$ cat src/rtl/cache_pkg.sv
// -----------------------------------------------------------------------------
// cache_pkg
// Shared declarations for the cache memory-side controller:
//   - NUM_PORTS              : number of cache miss ports served by the controller
//   - cache_mem_ctrl_state_t : controller FSM state encoding
// -----------------------------------------------------------------------------
package cache_pkg;

    localparam int NUM_PORTS = 2;

    typedef enum logic [1:0] {
        IDLE  = 2'd0,
        WRITE = 2'd1,
        READ  = 2'd2,
        DONE  = 2'd3
    } cache_mem_ctrl_state_t;

endpackage : cache_pkg

$ cat src/rtl/cache_rr_arbiter.sv
// -----------------------------------------------------------------------------
// cache_rr_arbiter
// Two-way round-robin arbiter. When both ports are pending, the port that was
// not granted last wins; a single pending port always wins. Purely
// combinational; the caller owns the last-grant register.
// Ports:
//   pending_i     in  NUM_PORTS  request vector
//   last_grant_i  in  1          port granted by the previous operation
//   grant_valid_o out 1          at least one port is pending
//   grant_o       out 1          index of the winning port
// -----------------------------------------------------------------------------
module cache_rr_arbiter
    import cache_pkg::*;
(
    input  logic [NUM_PORTS-1:0] pending_i,
    input  logic                 last_grant_i,
    output logic                 grant_valid_o,
    output logic                 grant_o
);

    // Grant decode from the pending vector and the last winner
    always_comb begin
        grant_valid_o = |pending_i;
        case (pending_i)
            2'b11:   grant_o = ~last_grant_i;
            2'b10:   grant_o = 1'b1;
            2'b01:   grant_o = 1'b0;
            default: grant_o = 1'b0;
        endcase
    end

endmodule : cache_rr_arbiter

$ cat src/rtl/cache_mem_ctrl.sv
// -----------------------------------------------------------------------------
// cache_mem_ctrl
// Memory-side controller between two cache miss ports and one word-wide RAM.
// Read misses are expanded into BLOCK_SIZE single-word RAM reads (ascending
// from the block base) and the assembled block is returned with a one-cycle
// ram_valid pulse. Word writes become one RAM write, acknowledged by a
// one-cycle write_done pulse.
// Ports:
//   clk, reset_n                   clock, asynchronous active-low reset
//   prop_address/read_en/write_en/write_data  per-port requests (sampled in IDLE)
//   ram_valid, ram_data            per-port block return (ram_data held)
//   write_done                     per-port write completion pulse
//   busy                           controller not in IDLE
//   mem_req/mem_we/mem_addr/mem_wdata  RAM request, held until mem_ack
//   mem_ack, mem_rdata             RAM accept / read data (same cycle)
// -----------------------------------------------------------------------------
module cache_mem_ctrl
    import cache_pkg::*;
#(
    parameter int RAM_ADDRESS_BITS = 10,
    parameter int DATA_BITS        = 32,
    parameter int BLOCK_BITS       = 2
) (
    input  logic                                                clk,
    input  logic                                                reset_n,
    input  logic [NUM_PORTS-1:0][RAM_ADDRESS_BITS-1:0]          prop_address,
    input  logic [NUM_PORTS-1:0]                                prop_read_en,
    input  logic [NUM_PORTS-1:0]                                prop_write_en,
    input  logic [NUM_PORTS-1:0][DATA_BITS-1:0]                 prop_write_data,
    output logic [NUM_PORTS-1:0]                                ram_valid,
    output logic [NUM_PORTS-1:0][(2**BLOCK_BITS)-1:0][DATA_BITS-1:0] ram_data,
    output logic [NUM_PORTS-1:0]                                write_done,
    output logic                                                busy,
    output logic                                                mem_req,
    output logic                                                mem_we,
    output logic [RAM_ADDRESS_BITS-1:0]                         mem_addr,
    output logic [DATA_BITS-1:0]                                mem_wdata,
    input  logic                                                mem_ack,
    input  logic [DATA_BITS-1:0]                                mem_rdata
);

    localparam int BLOCK_SIZE = 2**BLOCK_BITS;

    typedef logic [BLOCK_SIZE-1:0][DATA_BITS-1:0] block_t;

    cache_mem_ctrl_state_t       state_q, state_d;
    logic [BLOCK_BITS-1:0]       k_q, k_d;
    logic                        last_grant_q, last_grant_d;
    logic                        gnt_q, gnt_d;
    logic [RAM_ADDRESS_BITS-1:0] addr_q, addr_d;
    logic                        wr_q, wr_d;
    block_t                      buf_q, buf_d;
    logic [NUM_PORTS-1:0]        ram_valid_q, ram_valid_d;
    logic [NUM_PORTS-1:0]        write_done_q, write_done_d;
    block_t [NUM_PORTS-1:0]      ram_data_q, ram_data_d;
    logic [RAM_ADDRESS_BITS-1:0] mem_addr_q, mem_addr_d;
    logic [DATA_BITS-1:0]        mem_wdata_q, mem_wdata_d;

    logic [NUM_PORTS-1:0]        pending_s;
    logic                        grant_valid_s;
    logic                        grant_s;

    assign pending_s = prop_read_en | prop_write_en;

    cache_rr_arbiter u_arb (
        .pending_i     (pending_s),
        .last_grant_i  (last_grant_q),
        .grant_valid_o (grant_valid_s),
        .grant_o       (grant_s)
    );

    // Next-state and registered-output computation
    always_comb begin
        state_d      = state_q;
        k_d          = k_q;
        last_grant_d = last_grant_q;
        gnt_d        = gnt_q;
        addr_d       = addr_q;
        wr_d         = wr_q;
        buf_d        = buf_q;
        ram_valid_d  = '0;
        write_done_d = '0;
        ram_data_d   = ram_data_q;
        mem_addr_d   = mem_addr_q;
        mem_wdata_d  = mem_wdata_q;

        case (state_q)
            IDLE: begin
                if (grant_valid_s) begin
                    gnt_d       = grant_s;
                    addr_d      = prop_address[grant_s];
                    wr_d        = prop_write_en[grant_s];
                    mem_wdata_d = prop_write_data[grant_s];
                    k_d         = '0;
                    // Write wins over read when a port asserts both
                    if (prop_write_en[grant_s]) begin
                        state_d    = WRITE;
                        mem_addr_d = prop_address[grant_s];
                    end else begin
                        state_d    = READ;
                        mem_addr_d = {prop_address[grant_s][RAM_ADDRESS_BITS-1:BLOCK_BITS],
                                      {BLOCK_BITS{1'b0}}};
                    end
                end else begin
                    state_d = IDLE;
                end
            end

            WRITE: begin
                // Pulse registers are set on the way into DONE so they are
                // high exactly during the DONE cycle
                if (mem_ack) begin
                    write_done_d[gnt_q] = 1'b1;
                    state_d             = DONE;
                end else begin
                    state_d = WRITE;
                end
            end

            READ: begin
                if (mem_ack) begin
                    buf_d[k_q] = mem_rdata;
                    k_d        = k_q + {{(BLOCK_BITS-1){1'b0}}, 1'b1};
                    mem_addr_d = {addr_q[RAM_ADDRESS_BITS-1:BLOCK_BITS], k_d};
                    if (k_q == BLOCK_BITS'(BLOCK_SIZE-1)) begin
                        ram_valid_d[gnt_q] = 1'b1;
                        ram_data_d[gnt_q]  = buf_d;
                        state_d            = DONE;
                    end else begin
                        state_d = READ;
                    end
                end else begin
                    state_d = READ;
                end
            end

            DONE: begin
                last_grant_d = gnt_q;
                state_d      = IDLE;
            end

            default: begin
                state_d = IDLE;
            end
        endcase
    end

    // State and output registers
    always_ff @(posedge clk or negedge reset_n) begin
        if (!reset_n) begin
            state_q      <= IDLE;
            k_q          <= '0;
            last_grant_q <= 1'b1;
            gnt_q        <= 1'b0;
            addr_q       <= '0;
            wr_q         <= 1'b0;
            buf_q        <= '0;
            ram_valid_q  <= '0;
            write_done_q <= '0;
            ram_data_q   <= '0;
            mem_addr_q   <= '0;
            mem_wdata_q  <= '0;
        end else begin
            state_q      <= state_d;
            k_q          <= k_d;
            last_grant_q <= last_grant_d;
            gnt_q        <= gnt_d;
            addr_q       <= addr_d;
            wr_q         <= wr_d;
            buf_q        <= buf_d;
            ram_valid_q  <= ram_valid_d;
            write_done_q <= write_done_d;
            ram_data_q   <= ram_data_d;
            mem_addr_q   <= mem_addr_d;
            mem_wdata_q  <= mem_wdata_d;
        end
    end

    // mem_req/mem_we/busy decode straight from state so a reset drops them at once
    assign busy       = (state_q != IDLE);
    assign mem_req    = (state_q == WRITE) || (state_q == READ);
    assign mem_we     = (state_q == WRITE);
    assign mem_addr   = mem_addr_q;
    assign mem_wdata  = mem_wdata_q;
    assign ram_valid  = ram_valid_q;
    assign write_done = write_done_q;
    assign ram_data   = ram_data_q;

endmodule : cache_mem_ctrl

$ cat config.mk
export PLATFORM = sky130hd
export DESIGN_NAME = cache_mem_ctrl
export DESIGN_NICKNAME = d
export VERILOG_FILES = /design/src/rtl/cache_pkg.sv /design/src/rtl/cache_rr_arbiter.sv /design/src/rtl/cache_mem_ctrl.sv
export SDC_FILE = /design/constraint.sdc
export NUM_CORES = 1
export LEC_CHECK = 0
export ABC_AREA = 1
export BUFFER_PORTS_ARGS = -buffer_cell sky130_fd_sc_hd__clkbuf_2
export CORE_MARGIN = 4
export CORE_UTILIZATION = 54
export CTS_CLUSTER_DIAMETER = 120
export DETAILED_ROUTE_END_ITERATION = 16
export GPL_TIMING_DRIVEN = 0
export PLACE_DENSITY = 0.77
export SLEW_MARGIN = 15
export SYNTH_ARGS = -nofsm -noshare
export SYNTH_HDL_FRONTEND = slang
export SYNTH_SLANG_ARGS = --single-unit
$ cat constraint.sdc
create_clock -name clk -period 2.1 [get_ports clk]
set_input_delay 0 -clock clk [delete_from_list [all_inputs] [get_ports clk]]
set_output_delay 0 -clock clk [all_outputs]
set_load 0.01 [all_outputs]
### Yosys cells after proc, flatten, opt, wreduce, memory -nomap -nowiden

Index checks and enable logic that the tools add are counted.

* register bits after elaboration: 446
* bits of input ports: 123
* output and inout bits: 305
* word-level logic and storage cells: 81

* add/sub/neg operators: 1
* $lt $le $gt $ge: 5
* equal/unequal tests: 8
* mux-type cells: 33
* bitwise operators: 2
* reductions and logical operators: 11

Operators by type and width (count)
* $bwmux W256: 1
* $bwmux W128: 1
* $demux W128 S1: 1
* $mux W128: 1
* $mux W32: 3
* $demux W32 S2: 1
* $mux W10: 4
* $mux W2: 12
* $pmux W10 S2: 1
* $eq A2 B2 Y1 const B: 5
* $pmux W2 S4: 1
* $reduce_and A3 Y1: 2
* $lt A1 B2 Y1 const B: 2
* $mux W1: 4
* $ne A2 B2 Y1 const B: 2
* $pmux W2 S2: 1
* $reduce_and A2 Y1: 2
* $reduce_bool A2 Y1: 2
* $lt A2 B3 Y1 const B: 1
* $add A2 B1 Y2 const B: 1
* $eq A2 B1 Y1 const B: 1
* $ge A2 B1 Y1 const B: 1
* $logic_and A1 B1 Y1: 2
* $logic_not A2 Y1: 1
* 7 further kinds: 7

### Depth between registers and ports, before layout

Gate-level depths: netlist of run 1.

* word-level depth: 8
* mapped depth: 10

### Cells and area by module

Synthesis of run 1 repeated with hierarchy kept, for this count alone.

* cell total of the unflattened synthesis: 2289
* area total of the unflattened synthesis: 19239.7 sq um

Modules (own cells, without submodules)
* cache_mem_ctrl: times used 1, cells each 2286, area each 19224.7 sq um, seq. area each 11111.9 sq um
* cache_rr_arbiter: times used 1, cells each 3, area each 15.0 sq um, seq. area each 0.0 sq um

### Worst setup path before layout of run 1

No wires, ideal clock.

* path kind: register to register
* start point: reg state_q[0]
* end point: reg ram_data_q (netlist bit ram_data[0])
* setup time: 123 ps
* arrival time: 1452 ps
* required time: 1977 ps
* path slack: 525 ps
* stages on the path, launching flop included: 10
* clock period less this slack: 1575 ps
* cell sequence: dfrtp_1 > inv_1 > ha_1 > nand2_1 > inv_2 > nand2_8 > buf_6 > clkbuf_1 > o21ai_0 > nand2_1

* longest elaborated chain between the ends: 2

Ends and longest elaborated chain
* start: declaration: RTL line cache_mem_ctrl.sv:46 `cache_mem_ctrl_state_t state_q, state_d;`
* start signal: assignment: RTL line cache_mem_ctrl.sv:164 `state_q <= state_d;`
* $eq A2 B2 Y1: RTL line cache_mem_ctrl.sv:87 `case (state_q)`
* $reduce_and A3 Y1 (no source line)
* end signal: assignment: RTL line cache_mem_ctrl.sv:173 `ram_data_q <= ram_data_d;`
* end: declaration: RTL line cache_mem_ctrl.sv:55 `block_t [NUM_PORTS-1:0] ram_data_q, ram_data_d;`

Every way passes these cells.
A chain may end at the register's enable or synchronous reset.

### Final worst setup path of run 1

* start point: reg state_q[0]
* end point: reg ram_data_q (netlist bit ram_data[116])

Same word-level chain as after synthesis.

==> impl_metrics.toml, run 1 <==
[critical_path]
cp-start-kind = "flip-flop"
crit_fanout = 10
cp.arrival_ns = 2.44
crit_path_end_kind = "flip-flop"
worstRegToRegCells = 9
r2r-end = "ram_data[116]"
cp.required_ns = 2.52
r2r_setup_slack_ns = 0.08
rr_startpoint = "state_q[0]"
critPathKind = "reg -> reg"

[floorplanning]
die_w_um = 196
die_h_um = 196
placementRows = 68
initial_core_util_pct = 55.0
io_pins = 428
coreArea_mm2 = 0.0348
dieArea_mm2 = 0.0385

[yosys]
yosysSeqAreaShare_pct = 58.0
async_reset_ff_share_pct = 100
syn_avg_cell_area_um2 = 8.35
synth_common_cells = "nand2_1, o21ai_0, dfrtp_1"
yosys-top-cells-area = "dfrtp_1, nand2_1, o21ai_0, inv_1, clkbuf_1"
post-synth-top-count-cell = "nand2_1"
yosysWarnings = 0
synth-edff-count = 0
synth.largest_area_cell = "dfrtp_1"
ys_ff_latch = 444
synth_flop_cell = "dfrtp_1"
synth.distinct_cells = 22
yosys.area.top_type_share_pct = 57.9
synth_fp_nets = 2424
synth_cells = 2292
synth.cell_area_mm2 = 0.0191

[cts]
cts_num_sinks = 444
cts_setup_buffers = 0
cts_root_buffer = "clkbuf_16"
cts.clk_slew.worst_paths_ns = 0.06
cts_max_level = 2
clk_latency_ns = 0.56
clock_path_buffers = 3
cts_buffers = 45
cts_tree = "built"

[timing]
rsz0062_at_grt = "false"
max_slew_margin_pct = 56.9
skew_ns = 0.0237
fmax_mhz = 495
drv_slew = 0
holdWs_ns = 0.0251
post-route-min-period_ns = 2.02
finalSetupViolations = 0
worst_slew_pin_slew_ns = 0.646
hold_viol = 0
finalCritPeriodShare_pct = 96.3

[layout]
finish.instance_area_mm2 = 0.0247
nets = 3027
instances_no_fill = 3387
drive_gt1_share_pct = 20.8
syn2layout_area_growth_pct = 29.2

[detailed_routing]
first_pass_iters = 6
viasPerCell = 5.59
ant_nets = 0
vias = 18900
drt_first_iter_violations = 1811
remaining_drc_errors = 0
postRouteWirelength_um = 67700
post_drt_wl_per_cell_um = 20.0

[power]
peakVddDrop_v = 0.000893
power.total_mw = 33.2
power_frac_clock_pct = 24.1
power.leakage_nw = 13.5
power_frac_comb_pct = 36.8
switching_share_pct = 40.5
p_sw_mw = 13.4
p_seq_share_pct = 39.1
p_per_area_mw_per_mm2 = 1340
p_int_mw = 19.7

[place]
numPlacedInstances = 3178
io_buffers = 427
place_congestion = 0.929
post_dp_cell_area_mm2 = 0.0220
dp_hpwl_um = 45300

[grt]
grt_pass1_wl_um = 104000
grt_max_degree = 101
grt-ovfl-total = 0
grt_usage_pct = 34.4
first_global_vias = 18800
antenna_found_initial = 1

[hold_path]
hold_class = "in -> async"

[job]
max_cap_viol_count = 0

[outcome]
status = "finished clean"
## cells in the final DEF, fill, tap and decap left out, types with 24 or more instances in the layout
master	count
buf_2	39
clkbuf_2	446
inv_1	154
clkbuf_1	78
buf_4	24
dfrtp_1	443
nand2_1	822
o21ai_0	524
o21ai_1	43
a21oi_1	39
clkbuf_16	45
dlygate4sd3_1	125
nor2_1	72
## worst max-delay path by stage
stage,from,end,depth (start not counted)
6_report,state_q[0],ram_data[116],9
4_1_cts,state_q[0],ram_data[17],9
3_3_place_gp,reset_n,ram_data[234],1
5_1_grt,state_q[0],ram_data[168],9
2_1_floorplan,state_q[0],ram_data[0],9
3_5_place_dp,state_q[0],ram_data[149],9
## worst max-delay path, stage by stage (launching register included)
cell	delay (ns)
dfrtp_1	0.41
inv_1	0.12
ha_2	0.26
nand2_1	0.11
inv_4	0.13
nand2_8	0.11
buf_6	0.20
clkbuf_1	0.21
o21ai_1	0.23
nand2_1	0.09
## registers in the layout, indices dropped and copies added, names as in the netlist
register      cells
addr_q            8
ram_data        256
state_q           2
gnt_q             1
k_q               2
ram_valid         2
buf_q           128
mem_wdata        32
mem_addr         10
write_done        2
last_grant_q      1
## metrics by stage
stage	setup slack, ns	TNS, ns	util [%]
finish	0.0785	0	71.1
global route	0.000555	0	71.0
CTS	0.00131	0	70.9
detailed placement	0.0376	0	63.1
global placement	-8.75	-3861.60	62.8
floorplan	0.525	0	-
## power groups by stage
| stage | Combinational [mW] | Sequential (mW) | Clock [mW] |
|---|---|---|---|
| 3_3_place_gp | 10.9 | 12.9 | 0 |
| 4_1_cts | 11.7 | 12.8 | 8.01 |
| 6_report | 12.2 | 13.0 | 8.01 |
| 2_1_floorplan | 6.03 | 13.3 | 0 |
| 5_1_grt | 13.5 | 13.2 | 8.40 |
| 3_5_place_dp | 11.3 | 12.9 | 0 |
## kinds of logic after synthesis
group	Yosys count	synth area share, %
AO/OA/AOI/OAI	610	16.0
adder cells (fa/ha/maj)	9	0.588
buffers and inverters	316	7.18
flip-flops	444	58.0
AND/OR/NAND/NOR	913	18.2
## per-layer routing
| metal | up-vias | GRT usage, % | part of all wire (%) |
|---|---|---|---|
| met5 | - | 0 | 0.016 |
| met4 | 2 | 19.1 | 6.7 |
| met3 | 309 | 7.90 | 9.1 |
| met2 | 1057 | 53.8 | 46 |
| met1 | 9049 | 44.6 | 38 |
| li1 | 8502 | - | - |
## final cells by class
cell class | instances | area, um^2
multi-input combinational | 1532 | 6670
sequential | 444 | 11100
buffer | 158 | 813
antenna | 2 | 5.00
timing repair buffer | 556 | 3510
tap | 455 | 569
inverter | 158 | 598
clock buffer | 67 | 1320
fill | 2573 | 10100
clock inverter | 15 | 135
## what timing repair did
item	4_1_cts	5_1_grt
hold buffers	125	0
setup endpoints to repair	2	343
hold endpoints to repair	175	0
resized for setup	2	65
Note: power is estimated with default switching activity, not from simulation.
==> inputs of run 2 (changes only) <==
Settings changed: SYNTH_HIERARCHICAL set to 1.
==> run 2 against run 1 <==
  * Fmax up 0.77%
  * Register-to-register slack better by 0.02 ns
  * Clock skew fell by 0.012 ns
  * Area after synthesis grew 0.50%
  * Sequential share of layout area fell by 0.17 points
  * Worst setup slack gained 0.015 ns
  * Flip-flop and latch count stayed put
  * Clock power shrank 1%
  * Sequential power down 11%
  * Via count fell by 0.82%
  * Critical path depth is the same
  * Critical endpoint is now ram_data[236]
  * Highest routed layer unchanged
==> impl_metrics.toml, run 2 <==
[yosys]
yosys-top-cells-area = "dfrtp_1, nand2_1, o21ai_0, inv_1, clkbuf_1"
synthXorXnorAreaFrac_pct = 0
synth.largest_area_cell = "dfrtp_1"
async_reset_ff_share_pct = 100
synth-simple-area-share_pct = 18.8
synth.cell_area_mm2 = 0.0192
synth_fp_nets = 2421
syn_avg_cell_area_um2 = 8.41
synth_compound_area_share_pct = 15.5
yosys.area.top_type_share_pct = 57.6
synth.distinct_cells = 26
yosysWarnings = 6
synth-edff-count = 0
synth_flop_cell = "dfrtp_1"
yosysSeqAreaShare_pct = 57.8
synth_cells = 2289
synth_top_family_by_area = "simple AND/OR/NAND/NOR gates"
ys_ff_latch = 444
synth_adder_area_share_pct = 0.585
synthMuxAreaShare_pct = 0
post-synth-top-count-cell = "nand2_1"
synth_common_cells = "nand2_1, o21ai_0, dfrtp_1"

[layout]
finish.instance_area_mm2 = 0.0248
layout_commonest_cell = "nand2_1"
syn2layout_area_growth_pct = 29.0
drive_gt1_share_pct = 20.9
largest_reg_flops = 256
mostFrequentLayoutCells = "nand2_1, o21ai_0, clkbuf_2"
nets = 3023
fillers = 2712

[floorplanning]
initial_core_util_pct = 55.2
placementRows = 68
die_h_um = 197
dieArea_mm2 = 0.0387
die_w_um = 197
coreArea_mm2 = 0.0349
io_pins = 428

[critical_path]
crit_fanout = 10
cp.required_ns = 2.52
cp-start-kind = "flip-flop"
cp.arrival_ns = 2.42
crit_path_end_kind = "flip-flop"
rr_startpoint = "state_q[0]"
cp-startpoint = "state_q[0]"
critPathKind = "reg -> reg"

[cts]
clock_path_buffers = 3
cts_tree = "built"
clk_latency_ns = 0.54
cts.clk_slew.worst_paths_ns = 0.06
cts_buffers = 45
cts_root_buffer = "clkbuf_16"
cts_max_level = 2
cts_num_sinks = 444

[timing]
drv_slew = 0
rsz0062_at_grt = "true"
max_slew_margin_pct = 58.1
worst_slew_pin_slew_ns = 0.622
post-route-min-period_ns = 2.01
fmax_mhz = 498
finalSetupViolations = 0
hold_viol = 0
skew_ns = 0.0118
finalCritPeriodShare_pct = 95.5

[detailed_routing]
postRouteWirelength_um = 67100
viasPerCell = 5.55
first_pass_iters = 5
remaining_drc_errors = 0
vias = 18800
post_drt_wl_per_cell_um = 19.8
ant_nets = 0
drt_first_iter_violations = 1411

[grt]
grt_max_degree = 91
antenna_found_initial = 4
grt-ovfl-total = 0
first_global_vias = 18800
grt_pass1_wl_um = 103000
grt_usage_pct = 33.6

[place]
place_congestion = 0.911
post_dp_cell_area_mm2 = 0.0221
dp_hpwl_um = 45900
io_buffers = 427

[power]
p_per_area_mw_per_mm2 = 1190
power.total_mw = 29.6
peakVddDrop_v = 0.000897
power.leakage_nw = 13.6

[hold_path]
hold_path.startpoint = "mem_rdata[11]"
hold_class = "in -> reg"

[outcome]
status = "finished clean"

[job]
max_cap_viol_count = 0
[run 2: cell types whose count changed after synthesis, sizes merged, moves of 11 or more]
| cell | delta |
|---|---|
| a21oi | -33 |
| nor2 | -28 |
| nand2 | +22 |
| nand3 | +17 |
| clkbuf | +13 |
| inv | -13 |
| or2 | +11 |
[run 2: where the power goes]
part           switching, mW  leakage (nW)  internal (mW)  total, mW
combinational           7.18          6.90           2.96       10.1
sequential             0.978          5.98           10.6       11.6
clock                   3.32         0.723           4.57       7.89
[run 2: final timing paths]
kind / cells after the start / to / slack [ns]
min in group asynchronous: 3 / mem_wdata[27] / 0.04
setup / recovery: 9 / ram_data[236] / 0.09
setup reg to reg: 9 / ram_data[236] / 0.09
max in group asynchronous: 5 / ram_data[37] / 0.82
hold reg to reg: 2 / ram_data[19] / 0.48
hold / removal: 3 / buf_q[107] / 0.03
[run 2: layout make-up]
cell class	instances	area [um^2]	share of cell area, %
flip-flops and latches	444	11100	44.8
multi-input cells	1538	6720	27.1
repair buffers	555	3520	14.2
clock buffers	69	1360	5.47
plain buffers	161	891	3.59
well taps	455	569	2.29
inverters	146	557	2.24
clock inverters	12	88.8	0.358
diodes	3	7.51	0.0302
[run 2: layer usage]
metal / track usage [%] / part of all wire (%) / vias up
met4: 18.4 / 6.6 / 6
li1: - / - / 8507
met2: 53.0 / 46 / 994
met1: 43.3 / 38 / 8984
met3: 8.00 / 8.8 / 273
met5: 0 / 0.067 / -
[run 2: repair_timing]
action	in CTS	in global routing
buffers inserted	0	2
cloned	0	0
endpoints found under the setup margin	2	134
pin swaps	0	0
hold endpoints to repair	289	0
gates resized for setup	1	52
hold buffers	121	0
[run 2: logic make-up (layout without fill, tap and decap cells)]
family / count (synthesis) / count (layout)
simple gates: 935 / 935
fa+ha+maj: 9 / 9
other cells: 0 / 3
flops: 444 / 444
compound gates: 594 / 594
buf+inv: 307 / 943
[run 2: critical path, stage by stage (launching register included)]
cell and delay (ns):
dfrtp_1 0.40, inv_1 0.12, ha_1 0.26, nand2_2 0.14, nor2_8 0.14, inv_6 0.07
buf_6 0.18, clkbuf_1 0.24, o21ai_0 0.25, nand2_1 0.08
[run 2: per-stage QoR]
stage	instances	hold slack [ns]	util [%]	worst slack (ns)	TNS, ns
floorplan	2289	-0.296	-	0.529	0
global placement	3171	0.234	62.9	-8.78	-3875.61
detailed placement	3176	-0.0338	63.3	0.00357	0
CTS	3378	0.00981	71.0	0.0176	0
global route	3381	0.00803	71.1	-0.0182	-0.0928
finish	3383	0.0335	71.2	0.0938	0
